### config.mk
export PLATFORM = sky130hd
export DESIGN_NAME = stepmotor_seq
export DESIGN_NICKNAME = d
export VERILOG_FILES = /design/src/rtl/stepmotor_seq.sv
export SDC_FILE = /design/constraint.sdc
export NUM_CORES = 1
export LEC_CHECK = 0
export BUFFER_PORTS_ARGS = -buffer_cell sky130_fd_sc_hd__buf_2
export CORE_ASPECT_RATIO = 0.7
export CORE_MARGIN = 8
export CORE_UTILIZATION = 38
export DETAILED_ROUTE_END_ITERATION = 7
export MAX_ROUTING_LAYER = met4
export SLEW_MARGIN = 20
export SYNTH_ARGS = -nofsm -noshare
export SYNTH_HDL_FRONTEND = slang
export SYNTH_SLANG_ARGS = --single-unit
### constraint.sdc
create_clock -name clk -period 5.55 [get_ports clk]
set_input_delay 0.2775 -clock clk [delete_from_list [all_inputs] [get_ports clk]]
set_output_delay 0.2775 -clock clk [all_outputs]
set_load 0.01 [all_outputs]
### src/rtl/stepmotor_seq.sv
// stepmotor_seq: counted-move sequencer for a 4-phase unipolar stepper.
// Accepts move commands (dir/steps/speed) on a valid/ready handshake, times each
// step, drives the L1..L4 coil pattern and tracks signed absolute position.
//
// Parameters:
//   BASE_TICKS  clk cycles per speed unit; step period = BASE_TICKS*(speed+1)
//   HOLD        1 = keep last coil pattern while idle, 0 = coils off while idle
//
// Ports:
//   clk, rst              clock, synchronous active-high reset
//   cmd_valid/cmd_ready   command handshake (ready only in IDLE)
//   cmd_dir               1 = forward (position +1, phase -1)
//   cmd_steps[15:0]       step count, 0 allowed
//   cmd_speed[2:0]        speed code, 0 fastest .. 7 slowest
//   abort                 stop the current move
//   pos_clr               clear position (wins over a coincident step)
//   coil[3:0]             L1L2L3L4 drive pattern
//   busy                  move in progress
//   done                  one-cycle pulse at the end of every accepted command
//   aborted               qualifies done: move ended by abort
//   position[15:0]        signed step position, wraps modulo 2^16
//
// Build option: define STEPSEQ_RAMP_EN for a trapezoidal speed ramp
// (moves start and end at speed 7). Without it every step uses the
// commanded speed and the ramp logic is not built.

module stepmotor_seq #(
    parameter int BASE_TICKS = 10,
    parameter bit HOLD       = 1'b1
) (
    input  logic        clk,
    input  logic        rst,
    input  logic        cmd_valid,
    output logic        cmd_ready,
    input  logic        cmd_dir,
    input  logic [15:0] cmd_steps,
    input  logic [2:0]  cmd_speed,
    input  logic        abort,
    input  logic        pos_clr,
    output logic [3:0]  coil,
    output logic        busy,
    output logic        done,
    output logic        aborted,
    output logic [15:0] position
);

    typedef enum logic [1:0] {
        IDLE = 2'd0,
        MOVE = 2'd1,
        FIN  = 2'd2
    } state_e;

    state_e      state_q, state_d;
    logic [15:0] timer_q, timer_d;
    logic [15:0] rem_q, rem_d;
    logic [1:0]  phase_q, phase_d;
    logic [15:0] pos_q, pos_d;
    logic        dir_q, dir_d;
    logic [2:0]  speed_q, speed_d;
    logic        abrt_q, abrt_d;
    logic [3:0]  coil_q, coil_d;
    logic        expire;
    logic        last_step;
`ifdef STEPSEQ_RAMP_EN
    logic [15:0] idx_q, idx_d;
`endif

    function automatic logic [3:0] pattern(input logic [1:0] ph);
        logic [3:0] p;
        unique case (ph)
            2'd0: p = 4'b1001;
            2'd1: p = 4'b0011;
            2'd2: p = 4'b0110;
            2'd3: p = 4'b1100;
            default: p = 4'b0000;
        endcase
        return p;
    endfunction

    // Timer reload value: one period minus the edge on which the step fires.
    function automatic logic [15:0] reload(input logic [2:0] code);
        return 16'(BASE_TICKS * (int'(code) + 1) - 1);
    endfunction

`ifdef STEPSEQ_RAMP_EN
    // Effective speed code for step k when `rest` steps follow it:
    // max(speed, 7 - min(k, rest)), floored at 0.
    function automatic logic [2:0] ramp_code(
        input logic [2:0]  s,
        input logic [15:0] k,
        input logic [15:0] rest
    );
        logic [15:0] d;
        logic [2:0]  r;
        d = (k < rest) ? k : rest;
        if (d >= 16'd7) begin
            r = s;
        end else begin
            r = 3'd7 - d[2:0];
            if (r < s) begin
                r = s;
            end
        end
        return r;
    endfunction
`endif

    assign expire    = (timer_q == 16'd0);
    assign last_step = (rem_q == 16'd1);

    always_comb begin
        state_d = state_q;
        timer_d = timer_q;
        rem_d   = rem_q;
        phase_d = phase_q;
        pos_d   = pos_q;
        dir_d   = dir_q;
        speed_d = speed_q;
        abrt_d  = abrt_q;
`ifdef STEPSEQ_RAMP_EN
        idx_d   = idx_q;
`endif

        unique case (state_q)
            IDLE: begin
                if (cmd_valid) begin
                    dir_d   = cmd_dir;
                    speed_d = cmd_speed;
                    rem_d   = cmd_steps;
                    abrt_d  = 1'b0;
`ifdef STEPSEQ_RAMP_EN
                    idx_d   = 16'd0;
                    timer_d = reload(ramp_code(cmd_speed, 16'd0,
                                               cmd_steps - 16'd1));
`else
                    timer_d = reload(cmd_speed);
`endif
                    if (cmd_steps == 16'd0) begin
                        state_d = FIN;
                    end else begin
                        state_d = MOVE;
                    end
                end
            end

            MOVE: begin
                // An abort landing on the final step's expiry lets the
                // move complete normally.
                if (abort && !(expire && last_step)) begin
                    state_d = FIN;
                    abrt_d  = 1'b1;
                end else if (!expire) begin
                    timer_d = timer_q - 16'd1;
                end else begin
                    if (dir_q) begin
                        phase_d = phase_q - 2'd1;
                        pos_d   = pos_q + 16'd1;
                    end else begin
                        phase_d = phase_q + 2'd1;
                        pos_d   = pos_q - 16'd1;
                    end
                    rem_d = rem_q - 16'd1;
`ifdef STEPSEQ_RAMP_EN
                    idx_d   = idx_q + 16'd1;
                    timer_d = reload(ramp_code(speed_q, idx_q + 16'd1,
                                               rem_q - 16'd2));
`else
                    timer_d = reload(speed_q);
`endif
                    if (last_step) begin
                        state_d = FIN;
                    end
                end
            end

            FIN: begin
                state_d = IDLE;
            end

            default: begin
                state_d = IDLE;
            end
        endcase

        if (pos_clr) begin
            pos_d = 16'd0;
        end

        // Coil is registered from next-state values so it changes on the
        // same edge as the phase, and reads 0000 out of reset.
        if (state_d == IDLE && !HOLD) begin
            coil_d = 4'b0000;
        end else begin
            coil_d = pattern(phase_d);
        end
    end

    always_ff @(posedge clk) begin
        if (rst) begin
            state_q <= IDLE;
            timer_q <= 16'd0;
            rem_q   <= 16'd0;
            phase_q <= 2'd0;
            pos_q   <= 16'd0;
            dir_q   <= 1'b0;
            speed_q <= 3'd0;
            abrt_q  <= 1'b0;
            coil_q  <= 4'b0000;
`ifdef STEPSEQ_RAMP_EN
            idx_q   <= 16'd0;
`endif
        end else begin
            state_q <= state_d;
            timer_q <= timer_d;
            rem_q   <= rem_d;
            phase_q <= phase_d;
            pos_q   <= pos_d;
            dir_q   <= dir_d;
            speed_q <= speed_d;
            abrt_q  <= abrt_d;
            coil_q  <= coil_d;
`ifdef STEPSEQ_RAMP_EN
            idx_q   <= idx_d;
`endif
        end
    end

    assign cmd_ready = (state_q == IDLE) && !rst;
    assign busy      = (state_q == MOVE);
    assign done      = (state_q == FIN);
    assign aborted   = (state_q == FIN) && abrt_q;
    assign coil      = coil_q;
    assign position  = pos_q;

endmodule

Yosys cells after proc, flatten, opt, wreduce, memory -nomap -nowiden
Index checks and enable logic that the tools add are counted.
{"block": "totals", "reg_bits": 61, "latch_bits": 0, "mem_bits_rw": 0, "mem_bits_ro": 0, "output_inout_bits": 24, "mem_count": 0}
{"block": "op_classes", "n_addsub": 10, "n_mul": 2, "div_mod_pow": 0, "magnitude_cmp": 0, "n_eq_ne": 12, "n_shift": 0, "muxes": 23, "bitwise_logic": 1, "n_reduce_logical": 18}
{"op": "2-to-1 mux 16 bit", "n": 7}
{"op": "one-hot mux 16 bit (2 select lines)", "n": 2}
{"op": "subtractor 16 x 1 -> 16 bit (second input constant)", "n": 3}
{"op": "zero test 16 bit", "n": 2}
{"op": "2-to-1 mux 2 bit", "n": 9}
{"op": "subtractor 8 x 1 -> 9 bit (second input constant)", "n": 2}
{"op": "adder 16 x 1 -> 16 bit (second input constant)", "n": 1}
{"op": "== test 16 x 1 -> 1 bit (second input constant)", "n": 1}
{"op": "one-hot mux 4 bit (4 select lines)", "n": 1}
{"op": "multiplier 3 x 4 -> 7 bit (first input constant)", "n": 2}
{"op": "AND reduction 3 bit", "n": 4}
{"op": "adder 3 x 1 -> 4 bit (second input constant)", "n": 2}
{"op": "== test 2 bit (second input constant)", "n": 3}
{"op": "inequality test 3 x 1 -> 1 bit (second input constant)", "n": 2}
{"op": "== test 2 x 1 -> 1 bit (second input constant)", "n": 2}
{"op": "logical AND 1 bit", "n": 4}
{"op": "zero test 2 bit", "n": 2}
{"op": "inequality test 2 x 1 -> 1 bit (second input constant)", "n": 2}
{"op": "inequality test 2 bit (second input constant)", "n": 2}
{"op": "one-hot mux 2 bit (2 select lines)", "n": 1}
{"op": "AND reduction 4 bit", "n": 1}
{"op": "adder 2 x 1 -> 2 bit (second input constant)", "n": 1}
{"op": "zero test 1 bit", "n": 2}
{"op": "2-to-1 mux 1 bit", "n": 2}
{"op": "other kinds (6)", "n": 6}

Depth between registers and ports, before layout
{"block": "depth", "ltp_word": 8, "ltp_mapped": 13}

Least setup slack after synthesis
No wires, ideal clock.
{"block": "synth_path", "kind": "reg2reg", "from": "reg speed_q[0]", "to": "reg timer_q[12]", "arrival_time_ns": 2.576, "path_slack_ns": 2.888, "stages_incl_launch_ff": 13, "path_buffers": 1, "synth_period_minus_slack_ns": 2.662, "cell_sequence": "dfxtp_1 -> buf_2 -> nand3_1 -> inv_1 -> ha_1 -> ha_1 -> inv_1 -> fa_1 -> or3_1 -> a21oi_1 -> a21o_1 -> a211oi_1 -> a211oi_1"}
{"block": "synth_via", "elab_chain_cells": 6}
{"item": "start: declaration", "line_no": "59", "rtl": "logic [2:0] speed_q, speed_d;"}
{"item": "start signal: assignment", "line_no": "219", "rtl": "speed_q <= speed_d;"}
{"item": "adder 3 x 1 -> 4 bit", "line_no": "82", "rtl": "return 16'(BASE_TICKS * (int'(code) + 1) - 1);"}
{"item": "multiplier 3 x 4 -> 7 bit", "line_no": "82"}
{"item": "subtractor 8 x 1 -> 9 bit", "line_no": "82"}
{"item": "2-to-1 mux 16 bit", "line_no": "152", "rtl": "end else if (!expire) begin"}
{"item": "2-to-1 mux 16 bit", "line_no": "149", "rtl": "if (abort && !(expire && last_step)) begin"}
{"item": "one-hot mux 16 bit (2 select lines)", "line_no": "124", "rtl": "unique case (state_q)"}
{"item": "end signal: assignment", "line_no": "214", "rtl": "timer_q <= timer_d;"}
{"item": "end: declaration", "line_no": "54", "rtl": "logic [15:0] timer_q, timer_d;"}
No other way between the ends. The select of a mux whose other input is x is not followed.
A chain may end at the register's enable or synchronous reset.

Final worst setup path
{"block": "layout_path", "from": "reg rem_q[6]", "to": "reg coil_q[3], in the netlist coil[3]"}
{"block": "layout_via", "elab_chain_cells": 8, "elab_cells_between_ends": 11, "classes_between": "eq/ne (4); mux (3); reduce/logical (4)"}
{"item": "start: declaration", "line_no": "55", "rtl": "logic [15:0] rem_q, rem_d;"}
{"item": "start signal: assignment", "line_no": "215", "rtl": "rem_q <= rem_d;"}
{"item": "== test 16 x 1 -> 1 bit *", "line_no": "109", "rtl": "assign last_step = (rem_q == 16'd1);"}
{"item": "logical AND 1 bit *", "line_no": "149"}
{"item": "zero test 1 bit *", "line_no": "149"}
{"item": "logical AND 1 bit *", "line_no": "149"}
{"item": "2-to-1 mux 2 bit *", "line_no": "149"}
{"item": "2-to-1 mux 2 bit *", "line_no": "124"}
{"item": "net phase_d[1]", "line_no": "56", "rtl": "logic [1:0] phase_q, phase_d;"}
{"item": "== test 2 bit (tied with other cells)", "line_no": "70", "rtl": "unique case (ph)"}
{"item": "one-hot mux 4 bit (4 select lines) *", "line_no": "70"}
{"item": "net coil_d[3]", "line_no": "61", "rtl": "logic [3:0] coil_q, coil_d;"}
{"item": "end signal: assignment", "line_no": "221", "rtl": "coil_q <= coil_d;"}
{"item": "end: declaration", "line_no": "61"}
Mark *: on every way through the listed nets, which the timed path passes. The rest lies on a longest branch.

==> impl_metrics.json <==
{
  "final-setup-viol-count": 0,
  "initial_core_util_pct": 39.1,
  "synthArstFlopShare_pct": 0,
  "min_period_ns": 3.12,
  "synth_compound_area_share_pct": 24.2,
  "rows": 32,
  "required_ns": 5.73,
  "cts_hold_buf": 0,
  "fin_nets": 662,
  "track_usage_pct": 16.2,
  "pwr_density_cell_mw_per_mm2": 283,
  "peakVddDrop_mv": 0.160,
  "wire_per_inst_um": 15.0,
  "grt_max_degree": 54,
  "io_pins": 49,
  "path_clk_slew_ns": 0.05,
  "synth_edf_count": 0,
  "relSlewSlack_pct": 34.5,
  "place_congestion": 0.888,
  "rsz0062_at_grt": "no",
  "skew_ns": 0.00540,
  "fin_tns_setup_ns": 0,
  "min-delay-start": "cmd_dir",
  "synth.distinct_cells": 61,
  "postCtsResizedCells": 0,
  "drc": 0,
  "clock_latency_ns": 0.33,
  "seq_area_mm2": 0.00122,
  "post_cts_buffers": 0,
  "drtIter0Drc": 339,
  "grt_antenna_before_repair": 0,
  "grt_pass1_vias": 3994,
  "multi_input_area_mm2": 0.00291,
  "critPathCaptureType": "flop",
  "worstRegToRegCells": 8,
  "syn_inst": 572,
  "outcome": "finished, final reports clean",
  "synthXorXnorAreaFrac_pct": 5.70,
  "synth_area_leaders": "dfxtp_1 (28%), ha_1 (9.0%), a21oi_1 (7.0%)",
  "cap_viol_max_count": 0,
  "cts_buffers": 9,
  "hold-path-endpoint": "dir_q",
  "worstHoldPathCells": 3,
  "ant_nets": 0,
  "crit_type": "reg -> reg",
  "synth-main-ff-cell": "dfxtp_1",
  "synth_fa_ha_area_share_pct": 9.94,
  "grt_overflow": 0,
  "vias": 4205,
  "tightestPinTransition_ns": 0.983,
  "timing.rr.start": "rem_q[6]",
  "synth_nets": 630,
  "fin_crit_sh_pct": 56.2,
  "core_area_mm2": 0.0110,
  "cts_tree": "done",
  "cp.arrival_ns": 3.30,
  "hold_viol": 0,
  "synth_top_family_by_area": "simple AND/OR/NAND/NOR gates",
  "worst-path-max-fanout": 20,
  "totalPowerFinal_mw": 1.39,
  "first_pass_iters": 5,
  "ys_seq_elements": 61,
  "cts-root-buf": "clkbuf_16",
  "synth_top_area_share_pct": 28.4,
  "synth_top_area_cell": "dfxtp_1",
  "fmax_mhz": 321,
  "synth-simple-area-share_pct": 26.9,
  "dieArea_mm2": 0.0150,
  "leakage_nw": 2.06,
  "portBuffers": 48,
  "utilization_pct": 44.5,
  "wl_mm": 11.5,
  "maxSlewViolCount": 0,
  "cts_buffer_depth": 2,
  "ys_seq_area_share_pct": 28.4,
  "hold_class": "in -> reg",
  "r2r-end": "coil[3]",
  "n_antenna_cell": 0,
  "startpoint_type": "flop",
  "muxShareOfSynthArea_pct": 0.698,
  "grt_pass1_wl_mm": 19.6,
  "drive_above_1_share_pct": 13.0,
  "dp_hpwl_mm": 8.34,
  "die_h_um": 105,
  "nFillCells": 1123,
  "cts_sinks": 61,
  "syn_area_mm2": 0.00430,
  "yosys_warnings": 0,
  "synth.avg_cell_area_um2": 7.52,
  "vias_per_cell": 5.52,
  "htreeDepth": 3,
  "area_growth_pct": 13.8,
  "r2r_slack_ns": 2.43,
  "die_w_um": 143
}
==> synthesized netlist by cell type (all sizes together) (7+ instances only) <==
cell and instances:
a211oi 14, a21o 10, a21oi 60, buf 12, clkbuf 15, dfxtp 61, ha 31, inv 17
nand2 82, nand3 16, nor2 59, nor3 22, nor4 19, o211ai 7, o21ai 41, xnor2 18
xor2 10
==> per-stage QoR <==
stage               std cells  instance area, um^2  setup WS, ns  hold WS (ns)
floorplan                 572                 4300          2.89         0.413
global placement          746                 4620          2.51         0.460
detailed placement        746                 4620          2.46         0.466
CTS                       762                 4890          2.44         0.187
global route              762                 4900          2.10         0.192
finish                    762                 4900          2.43         0.193
==> logic make-up after synthesis <==
group,Yosys count
AOI/OAI and AO/OA,168
xor gates and xnor gates,28
adders and majority gates,33
buffers and inverters,44
DFF,61
muxes,3
and+or+nand+nor,235
==> layer usage <==
metal,wire (um),track usage [%],up-vias
met5,0,-,-
met4,221,5.44,0
met3,606,4.09,19
met2,4740,22.5,116
met1,5890,22.2,1939
li1,-,-,2131
==> worst max-delay path by stage <==
| stage | startpoint | endpoint | slack, ns | depth (start not counted) |
|---|---|---|---|---|
| finish | rem_q[6] | coil[3] | 2.43 | 8 |
| global placement | speed_q[0] | timer_q[12] | 2.51 | 10 |
| floorplan | speed_q[0] | timer_q[12] | 2.89 | 12 |
| global route | state_q[1] | coil[3] | 2.10 | 8 |
| CTS | state_q[1] | coil[3] | 2.44 | 8 |
| detailed placement | state_q[1] | coil[3] | 2.46 | 8 |
==> registers in the layout, indices dropped and copies added, names as in the netlist <==
register and flops:
phase_q 2, position 16, state_q 2, dir_q 1
coil 4, abrt_q 1, speed_q 3, timer_q 16
rem_q 16
==> worst max-delay path, stage by stage, from the launching register on <==
cell	delay, ns
dfxtp_1	0.36
nor4_1	0.74
a41o_2	0.38
nand2_1	0.45
nor2_1	0.28
xnor2_1	0.22
inv_1	0.11
ha_1	0.30
nor2b_1	0.13
==> final cells by class <==
type | instances | area share, %
Sequential cell | 61 | 24.9
Clock buffer | 15 | 5.47
Tap cell | 153 | 3.91
Clock inverter | 1 | 0.102
Inverter | 17 | 1.30
Timing Repair Buffer | 48 | 4.91
Multi-Input combinational cell | 467 | 59.4
==> cell usage in the layout, fill, tap and decap left out, types with 3 or more instances in the layout <==
cell	instances
a211oi_1	13
a21o_1	10
a21oi_1	59
a22oi_1	6
a31oi_1	5
and2_1	5
and3_1	3
buf_2	48
clkbuf_1	4
clkbuf_16	9
dfxtp_1	61
ha_1	31
inv_1	17
mux2i_1	3
nand2_1	80
nand3_1	16
nor2_1	58
nor2b_1	6
nor3_1	22
nor3b_1	3
nor4_1	15
o211ai_1	7
o21a_1	4
o21ai_0	38
o21ai_1	3
or3_1	4
or4_1	3
xnor2_1	18
xor2_1	10
==> report_power, final <==
part / total [mW] / leakage [nW] / switching (mW) / internal, mW
Combinational: 0.367 / 1.42 / 0.229 / 0.138
Sequential: 0.497 / 0.498 / 0.0316 / 0.466
Clock: 0.521 / 0.134 / 0.195 / 0.326
Total: 1.39 / 2.06 / 0.455 / 0.930
No activity file was read; power rests on OpenSTA's default activity.
